==> config.mk <==
export PLATFORM = sky130hd
export DESIGN_NAME = pipe_ctrl
export DESIGN_NICKNAME = d
export VERILOG_FILES = /design/src/rtl/pipe_ctrl_pkg.sv /design/src/rtl/pipe_ctrl.sv
export SDC_FILE = /design/constraint.sdc
export NUM_CORES = 1
export LEC_CHECK = 0
export BUFFER_PORTS_ARGS = -buffer_cell sky130_fd_sc_hd__buf_4
export CORE_ASPECT_RATIO = 0.7
export CORE_MARGIN = 5
export CORE_UTILIZATION = 35
export CTS_CLUSTER_DIAMETER = 50
export DETAILED_ROUTE_END_ITERATION = 10
export HOLD_SLACK_MARGIN = 0.08
export PLACE_DENSITY = 0.68
export SLEW_MARGIN = 40
export SYNTH_ARGS = -nofsm -noshare
export SYNTH_HDL_FRONTEND = slang
export SYNTH_SLANG_ARGS = --single-unit
==> constraint.sdc <==
create_clock -name clk -period 3 [get_ports clk]
set_clock_uncertainty 0.2 [all_clocks]
set_input_delay 0.6 -clock clk [delete_from_list [all_inputs] [get_ports clk]]
set_output_delay 0.6 -clock clk [all_outputs]
set_load 0.02 [all_outputs]
==> src/rtl/pipe_ctrl_pkg.sv <==
// Shared definitions for the pipeline controller.
// Contents:
//   state_e          controller FSM state encoding
//   load_use_hazard  detects an ID-stage read of a load result still in EX
package pipe_ctrl_pkg;

    typedef enum logic [1:0] {
        ST_IDLE    = 2'd0,
        ST_LS_WAIT = 2'd1,
        ST_FLUSH   = 2'd2
    } state_e;

    // A load in EX whose destination (other than x0) is a source of the ID instruction.
    function automatic logic load_use_hazard(
        input logic       ex_is_load,
        input logic [4:0] ex_rd,
        input logic [4:0] rs1,
        input logic [4:0] rs2
    );
        return ex_is_load && (ex_rd != 5'd0) && ((ex_rd == rs1) || (ex_rd == rs2));
    endfunction

endpackage

==> src/rtl/pipe_ctrl.sv <==
// Pipeline controller: arbitrates jump redirects, data-memory load/store stalls
// and load-use hazard stalls.
// Ports:
//   clk, rst_n                   clock, asynchronous active-low reset
//   jump_i, jump_addr_i          taken jump pulse and target from EXU
//   ls_start_i, ls_we_i          load/store request pulse and direction
//   mem_ack_i                    data-memory completion
//   id_rs1_i, id_rs2_i           ID-stage source registers
//   ex_rd_i, ex_is_load_i        EX-stage destination register and load flag
//   jump_hold_o                  NOP-inject into IDU
//   ls_hold_o, pc_hold_o         freeze IDU/EXU registers, freeze PC/IFU
//   pc_load_o, pc_target_o       PC redirect and target
//   mem_req_o, mem_we_o          registered data-memory request
//   ls_err_o                     one-cycle pulse on load/store timeout abort
module pipe_ctrl
    import pipe_ctrl_pkg::*;
#(
    parameter int unsigned FLUSH_CYCLES = 2,
    parameter int unsigned LS_TIMEOUT   = 15
) (
    input  logic        clk,
    input  logic        rst_n,
    input  logic        jump_i,
    input  logic [31:0] jump_addr_i,
    input  logic        ls_start_i,
    input  logic        ls_we_i,
    input  logic        mem_ack_i,
    input  logic [4:0]  id_rs1_i,
    input  logic [4:0]  id_rs2_i,
    input  logic [4:0]  ex_rd_i,
    input  logic        ex_is_load_i,
    output logic        jump_hold_o,
    output logic        ls_hold_o,
    output logic        pc_hold_o,
    output logic        pc_load_o,
    output logic [31:0] pc_target_o,
    output logic        mem_req_o,
    output logic        mem_we_o,
    output logic        ls_err_o
);

    // A jump taken from IDLE/FLUSH already spent one hold cycle in the redirect
    // cycle; a deferred jump spends its whole hold inside FLUSH.
    localparam logic [2:0] FLUSH_RELOAD = 3'(FLUSH_CYCLES - 1);
    localparam logic [2:0] FLUSH_FULL   = 3'(FLUSH_CYCLES);
    localparam logic [7:0] TMO_LAST     = 8'(LS_TIMEOUT - 1);
    localparam bit         SHORT_FLUSH  = (FLUSH_CYCLES == 1);

    state_e      state_q, state_d;
    logic [2:0]  flush_cnt_q, flush_cnt_d;
    logic [7:0]  tmo_cnt_q, tmo_cnt_d;
    logic [32:0] pend_q, pend_d;          // {valid, target} of a deferred jump
    logic        mem_req_q, mem_req_d;
    logic        mem_we_q, mem_we_d;
    logic        ls_err_q, ls_err_d;
    logic        lu_stall_q, lu_stall_d;  // load-use stall issued last cycle

    logic        jump_hold_s, ls_hold_s, pc_hold_s, pc_load_s;
    logic [31:0] pc_target_s;
    logic        ls_exit_s;
    logic        hazard_s;

    // Next-state and combinational hold/redirect decode.
    always_comb begin
        state_d     = state_q;
        flush_cnt_d = flush_cnt_q;
        tmo_cnt_d   = tmo_cnt_q;
        pend_d      = pend_q;
        mem_req_d   = mem_req_q;
        mem_we_d    = mem_we_q;
        ls_err_d    = 1'b0;
        lu_stall_d  = 1'b0;
        jump_hold_s = 1'b0;
        ls_hold_s   = 1'b0;
        pc_hold_s   = 1'b0;
        pc_load_s   = 1'b0;
        pc_target_s = 32'd0;
        ls_exit_s   = 1'b0;
        hazard_s    = load_use_hazard(ex_is_load_i, ex_rd_i, id_rs1_i, id_rs2_i);

        case (state_q)
            ST_IDLE: begin
                if (ls_start_i) begin
                    // Load/store goes first; a simultaneous jump is deferred.
                    ls_hold_s = 1'b1;
                    pc_hold_s = 1'b1;
                    mem_req_d = 1'b1;
                    mem_we_d  = ls_we_i;
                    tmo_cnt_d = 8'd0;
                    state_d   = ST_LS_WAIT;
                    if (jump_i) begin
                        pend_d = {1'b1, jump_addr_i};
                    end else begin
                        pend_d = pend_q;
                    end
                end else if (jump_i) begin
                    pc_load_s   = 1'b1;
                    pc_target_s = jump_addr_i;
                    jump_hold_s = 1'b1;
                    flush_cnt_d = FLUSH_RELOAD;
                    state_d     = SHORT_FLUSH ? ST_IDLE : ST_FLUSH;
                end else if (hazard_s && !lu_stall_q) begin
                    // The frozen EX stage keeps the hazard visible; stall only once.
                    ls_hold_s  = 1'b1;
                    pc_hold_s  = 1'b1;
                    lu_stall_d = 1'b1;
                end else begin
                    state_d = ST_IDLE;
                end
            end

            ST_LS_WAIT: begin
                ls_hold_s = 1'b1;
                pc_hold_s = 1'b1;
                tmo_cnt_d = tmo_cnt_q + 8'd1;
                if (jump_i) begin
                    pend_d = {1'b1, jump_addr_i};
                end else begin
                    pend_d = pend_q;
                end
                if (mem_ack_i) begin
                    ls_exit_s = 1'b1;
                end else if (tmo_cnt_q == TMO_LAST) begin
                    ls_exit_s = 1'b1;
                    ls_err_d  = 1'b1;
                end else begin
                    ls_exit_s = 1'b0;
                end
                if (ls_exit_s) begin
                    mem_req_d = 1'b0;
                    mem_we_d  = 1'b0;
                    tmo_cnt_d = 8'd0;
                    if (jump_i || pend_q[32]) begin
                        flush_cnt_d = FLUSH_FULL;
                        state_d     = ST_FLUSH;
                    end else begin
                        state_d = ST_IDLE;
                    end
                end else begin
                    state_d = ST_LS_WAIT;
                end
            end

            ST_FLUSH: begin
                jump_hold_s = 1'b1;
                if (jump_i) begin
                    // A newer jump supersedes whatever was in flight.
                    pc_load_s   = 1'b1;
                    pc_target_s = jump_addr_i;
                    pend_d      = 33'd0;
                    flush_cnt_d = FLUSH_RELOAD;
                    state_d     = SHORT_FLUSH ? ST_IDLE : ST_FLUSH;
                end else begin
                    if (pend_q[32]) begin
                        pc_load_s   = 1'b1;
                        pc_target_s = pend_q[31:0];
                        pend_d      = 33'd0;
                    end else begin
                        pend_d = pend_q;
                    end
                    if (flush_cnt_q <= 3'd1) begin
                        flush_cnt_d = 3'd0;
                        state_d     = ST_IDLE;
                    end else begin
                        flush_cnt_d = flush_cnt_q - 3'd1;
                        state_d     = ST_FLUSH;
                    end
                end
            end

            default: begin
                state_d     = ST_IDLE;
                flush_cnt_d = 3'd0;
                tmo_cnt_d   = 8'd0;
                pend_d      = 33'd0;
                mem_req_d   = 1'b0;
                mem_we_d    = 1'b0;
            end
        endcase

        // Redirect has priority over any PC freeze.
        if (pc_load_s) begin
            pc_hold_s = 1'b0;
        end else begin
            pc_hold_s = pc_hold_s;
        end
    end

    // State and counter registers.
    always_ff @(posedge clk or negedge rst_n) begin
        if (!rst_n) begin
            state_q     <= ST_IDLE;
            flush_cnt_q <= 3'd0;
            tmo_cnt_q   <= 8'd0;
            pend_q      <= 33'd0;
            mem_req_q   <= 1'b0;
            mem_we_q    <= 1'b0;
            ls_err_q    <= 1'b0;
            lu_stall_q  <= 1'b0;
        end else begin
            state_q     <= state_d;
            flush_cnt_q <= flush_cnt_d;
            tmo_cnt_q   <= tmo_cnt_d;
            pend_q      <= pend_d;
            mem_req_q   <= mem_req_d;
            mem_we_q    <= mem_we_d;
            ls_err_q    <= ls_err_d;
            lu_stall_q  <= lu_stall_d;
        end
    end

    // Combinational outputs are forced low while reset is held.
    assign jump_hold_o = rst_n & jump_hold_s;
    assign ls_hold_o   = rst_n & ls_hold_s;
    assign pc_hold_o   = rst_n & pc_hold_s;
    assign pc_load_o   = rst_n & pc_load_s;
    assign pc_target_o = rst_n ? pc_target_s : 32'd0;
    assign mem_req_o   = mem_req_q;
    assign mem_we_o    = mem_we_q;
    assign ls_err_o    = ls_err_q;

endmodule
==> impl_metrics.csv <==
group,metric,value,unit
run_status,status,"finished, final reports clean",
detailed_routing,drt-vias-per-instance,5.246,
clock_tree,cts_buffers,5,
synthesis,synth_top_cell_area_share,0.4558,
clock_tree,clkTransAtPathRegs,90,ps
placed_design,hpwl,5.558,mm
sta,relSlewSlack,0.5826,
power,pwr_density_cell,746.5,mW/mm^2
synthesis,synth.avg_cell_area,9.839,um^2
synthesis,yosys_warnings,0,
grt,grt_pass1_vias,2526,
sta,maxSlewViolCount,0,
die,core-area,0.007736,mm^2
critical_path,end_kind,"output port",
placed_design,gp_congestion,0.8534,
detailed_routing,ant_nets,0,
placed_design,portBuffers,92,
sta,finalCritPeriodShare,0.9111,
clock_tree,cts_buffer_depth,2,
clock_tree,ctsResizeCount,0,
die,die_y,84.10,um
clock_tree,root_buffer,"clkbuf_8",
detailed_routing,wl_per_cell,16.38,um
critical_path,cp-start-kind,"flop",
detailed_routing,drt-pass1-iter-count,4,
critical_path,worst-setup-path-type,"reg -> out",
finish,drive_above_1_share,0.3100,
die,die_area,0.009742,mm^2
grt,gr-total-overflow,0,
power,ir_drop,0.3489,mV
grt,grt_first_pass_wirelength,13.00,mm
power,fin_total_pwr,2.765,mW
synthesis,yosysUniqueCellTypes,46,
grt,grt_max_degree,51,
grt,grtUsageTotal,0.1658,
clock_tree,cts_num_sinks,50,
detailed_routing,dr_total_vias,2476,
worst_hold_path,min_path_type,"in -> async",
synthesis,syn-instance-count,279,
die,fp.dieW,115.9,um
finish,area_delta_synth_final,34.96,%
sta,rsz0062_at_grt,"false",
clock_tree,h-tree-depth,2,
clock_tree,postCtsSetupRepairBufs,0,
clock_tree,ctsHoldBuffers,0,
finish,nets,428,
die,initial_utilization,0.3548,
synthesis,synth_edf_count,0,
detailed_routing,dr.first_iter.drc_count,144,
sta,fin_tns_setup,0,ps
synthesis,synthTopCellsByArea,"dfrtp_1, a22o_1, a22oi_1",
synthesis,ys_seq_area_frac,0.4558,
detailed_routing,wl,7.730,mm
job,max_cap_violations,0,
synthesis,synthesis.nets,337,
clock_tree,cts_tree,"built",
clock_tree,clk_latency,300,ps
finish,fin_util,0.4789,
grt,grt_antenna_before_repair,0,
power,p_leak,1.765,nW
sta,worst-slew-pin-transition,626.1,ps
die,io_pins,93,
detailed_routing,drc,0,
synthesis,synth_flop_cell,"dfrtp_1",
finish,num_antenna_cells,0,
sta,fmax,0.3659,GHz
critical_path,crit_path_max_fanout,23,
critical_path,worstPathRequired,2200,ps
synthesis,synth-seq-cells,50,
synthesis,netlist_area,0.002745,mm^2
critical_path,cp_data_arrival_time,1930,ps
synthesis,synthArstFlopShare,1.000,
sta,post-route-min-period,2733,ps
sta,finalSetupViolCount,0,
sta,hold_violations,0,
synthesis,yosys.area.top_type,"dfrtp_1",
die,rows,27,
## registers in the layout, indices dropped and copies added, names as in the netlist
register     flops
pend_q          33
flush_cnt_q      3
tmo_cnt_q        8
state_q          2
mem_req_o        1
lu_stall_q       1
mem_we_o         1
ls_err_o         1
## logic make-up after synthesis
logic type / after synthesis / share of synthesized area
AOI/OAI and AO/OA: 92 / 0.2580
and+or+nand+nor: 84 / 0.1513
DFF: 50 / 0.4558
buffers and inverters: 26 / 0.03829
xor gates and xnor gates: 12 / 0.03829
muxes: 11 / 0.04011
adders and majority gates: 4 / 0.01823
## synth_stat cells (all sizes together), types with 2 or more instances
cell type / instances
a211oi: 2
a21o: 2
a21oi: 5
a22o: 33
a22oi: 24
and2: 2
and3: 2
buf: 7
clkbuf: 11
dfrtp: 50
ha: 4
inv: 8
mux2i: 11
nand2: 13
nand3: 3
nor2: 44
nor2b: 4
nor3: 3
nor3b: 2
nor4: 2
nor4b: 2
o21ai: 14
o21bai: 2
o32ai: 3
xor2: 12
## metal layers
layer / vias up / global-route usage / routed length [um]
met4: 0 / 0.03583 / 62
met1: 1182 / 0.2547 / 3821
met2: 78 / 0.2329 / 3357
li1: 1208 / - / -
met3: 8 / 0.04058 / 489
met5: - / 0 / 0
## area by class of cell
cell class                 instances  area, um^2
inverter                           8       30.03
clock inverter                     1       30.03
tap                              101       126.4
multi-input combinational        203        1413
sequential                        50        1251
fill                             744        4031
clock buffer                       7       76.32
timing repair buffer             102       778.2
## power breakdown
part	switching, mW	total, mW	internal [mW]
sequential	0.179	1.11	0.927
clock	0.214	0.464	0.250
combinational	0.655	1.20	0.541
## stage by stage
step	worst slack, ps	hold WS (ps)	std cells	area, um^2
2_1_floorplan	443.1	104.4	279	2745
3_3_place_gp	381.5	288.8	464	3598
3_5_place_dp	355.1	290.7	464	3598
4_1_cts	253.4	253.1	472	3705
5_1_grt	107.4	282.3	472	3705
6_report	266.7	232.2	472	3705
## worst max-delay path, cell delays in order, from the launching register on
cell and delay [ps]:
dfrtp_1 370, buf_4 210, nand2b_1 150, nor3b_2 190, buf_4 290, a22oi_1 100
nor2_1 140, buf_4 160
## path summary, 6_finish.rpt
check / slack [ps] / end / cells after the start / from
setup / recovery: 270 / pc_target_o[2] / 7 / state_q[1]
hold / removal: 230 / pend_q[21] / 2 / rst_n
setup reg to reg: 880 / flush_cnt_q[2] / 6 / tmo_cnt_q[0]
hold reg to reg: 310 / pend_q[19] / 1 / pend_q[19]
max in group asynchronous: 1950 / flush_cnt_q[1] / 2 / rst_n
min in group clk: 300 / lu_stall_q / 2 / ls_start_i
## cell usage in the layout, fill, tap and decap left out, types with 2 or more instances in the layout
cell	count
clkbuf_1	2
buf_4	101
a21o_1	2
mux2i_1	11
nor3_1	2
a211oi_1	2
o32ai_1	2
xor2_1	12
and2_1	2
a22o_1	33
nor4_1	2
o21ai_0	10
nand3_1	3
o21bai_1	2
inv_1	8
nor2_1	43
clkbuf_8	5
nor2b_1	4
ha_1	4
a22oi_1	24
o21ai_1	3
and3_1	2
nand2_1	13
a21oi_1	4
dfrtp_1	50
Power figures use the tool's default switching activity.
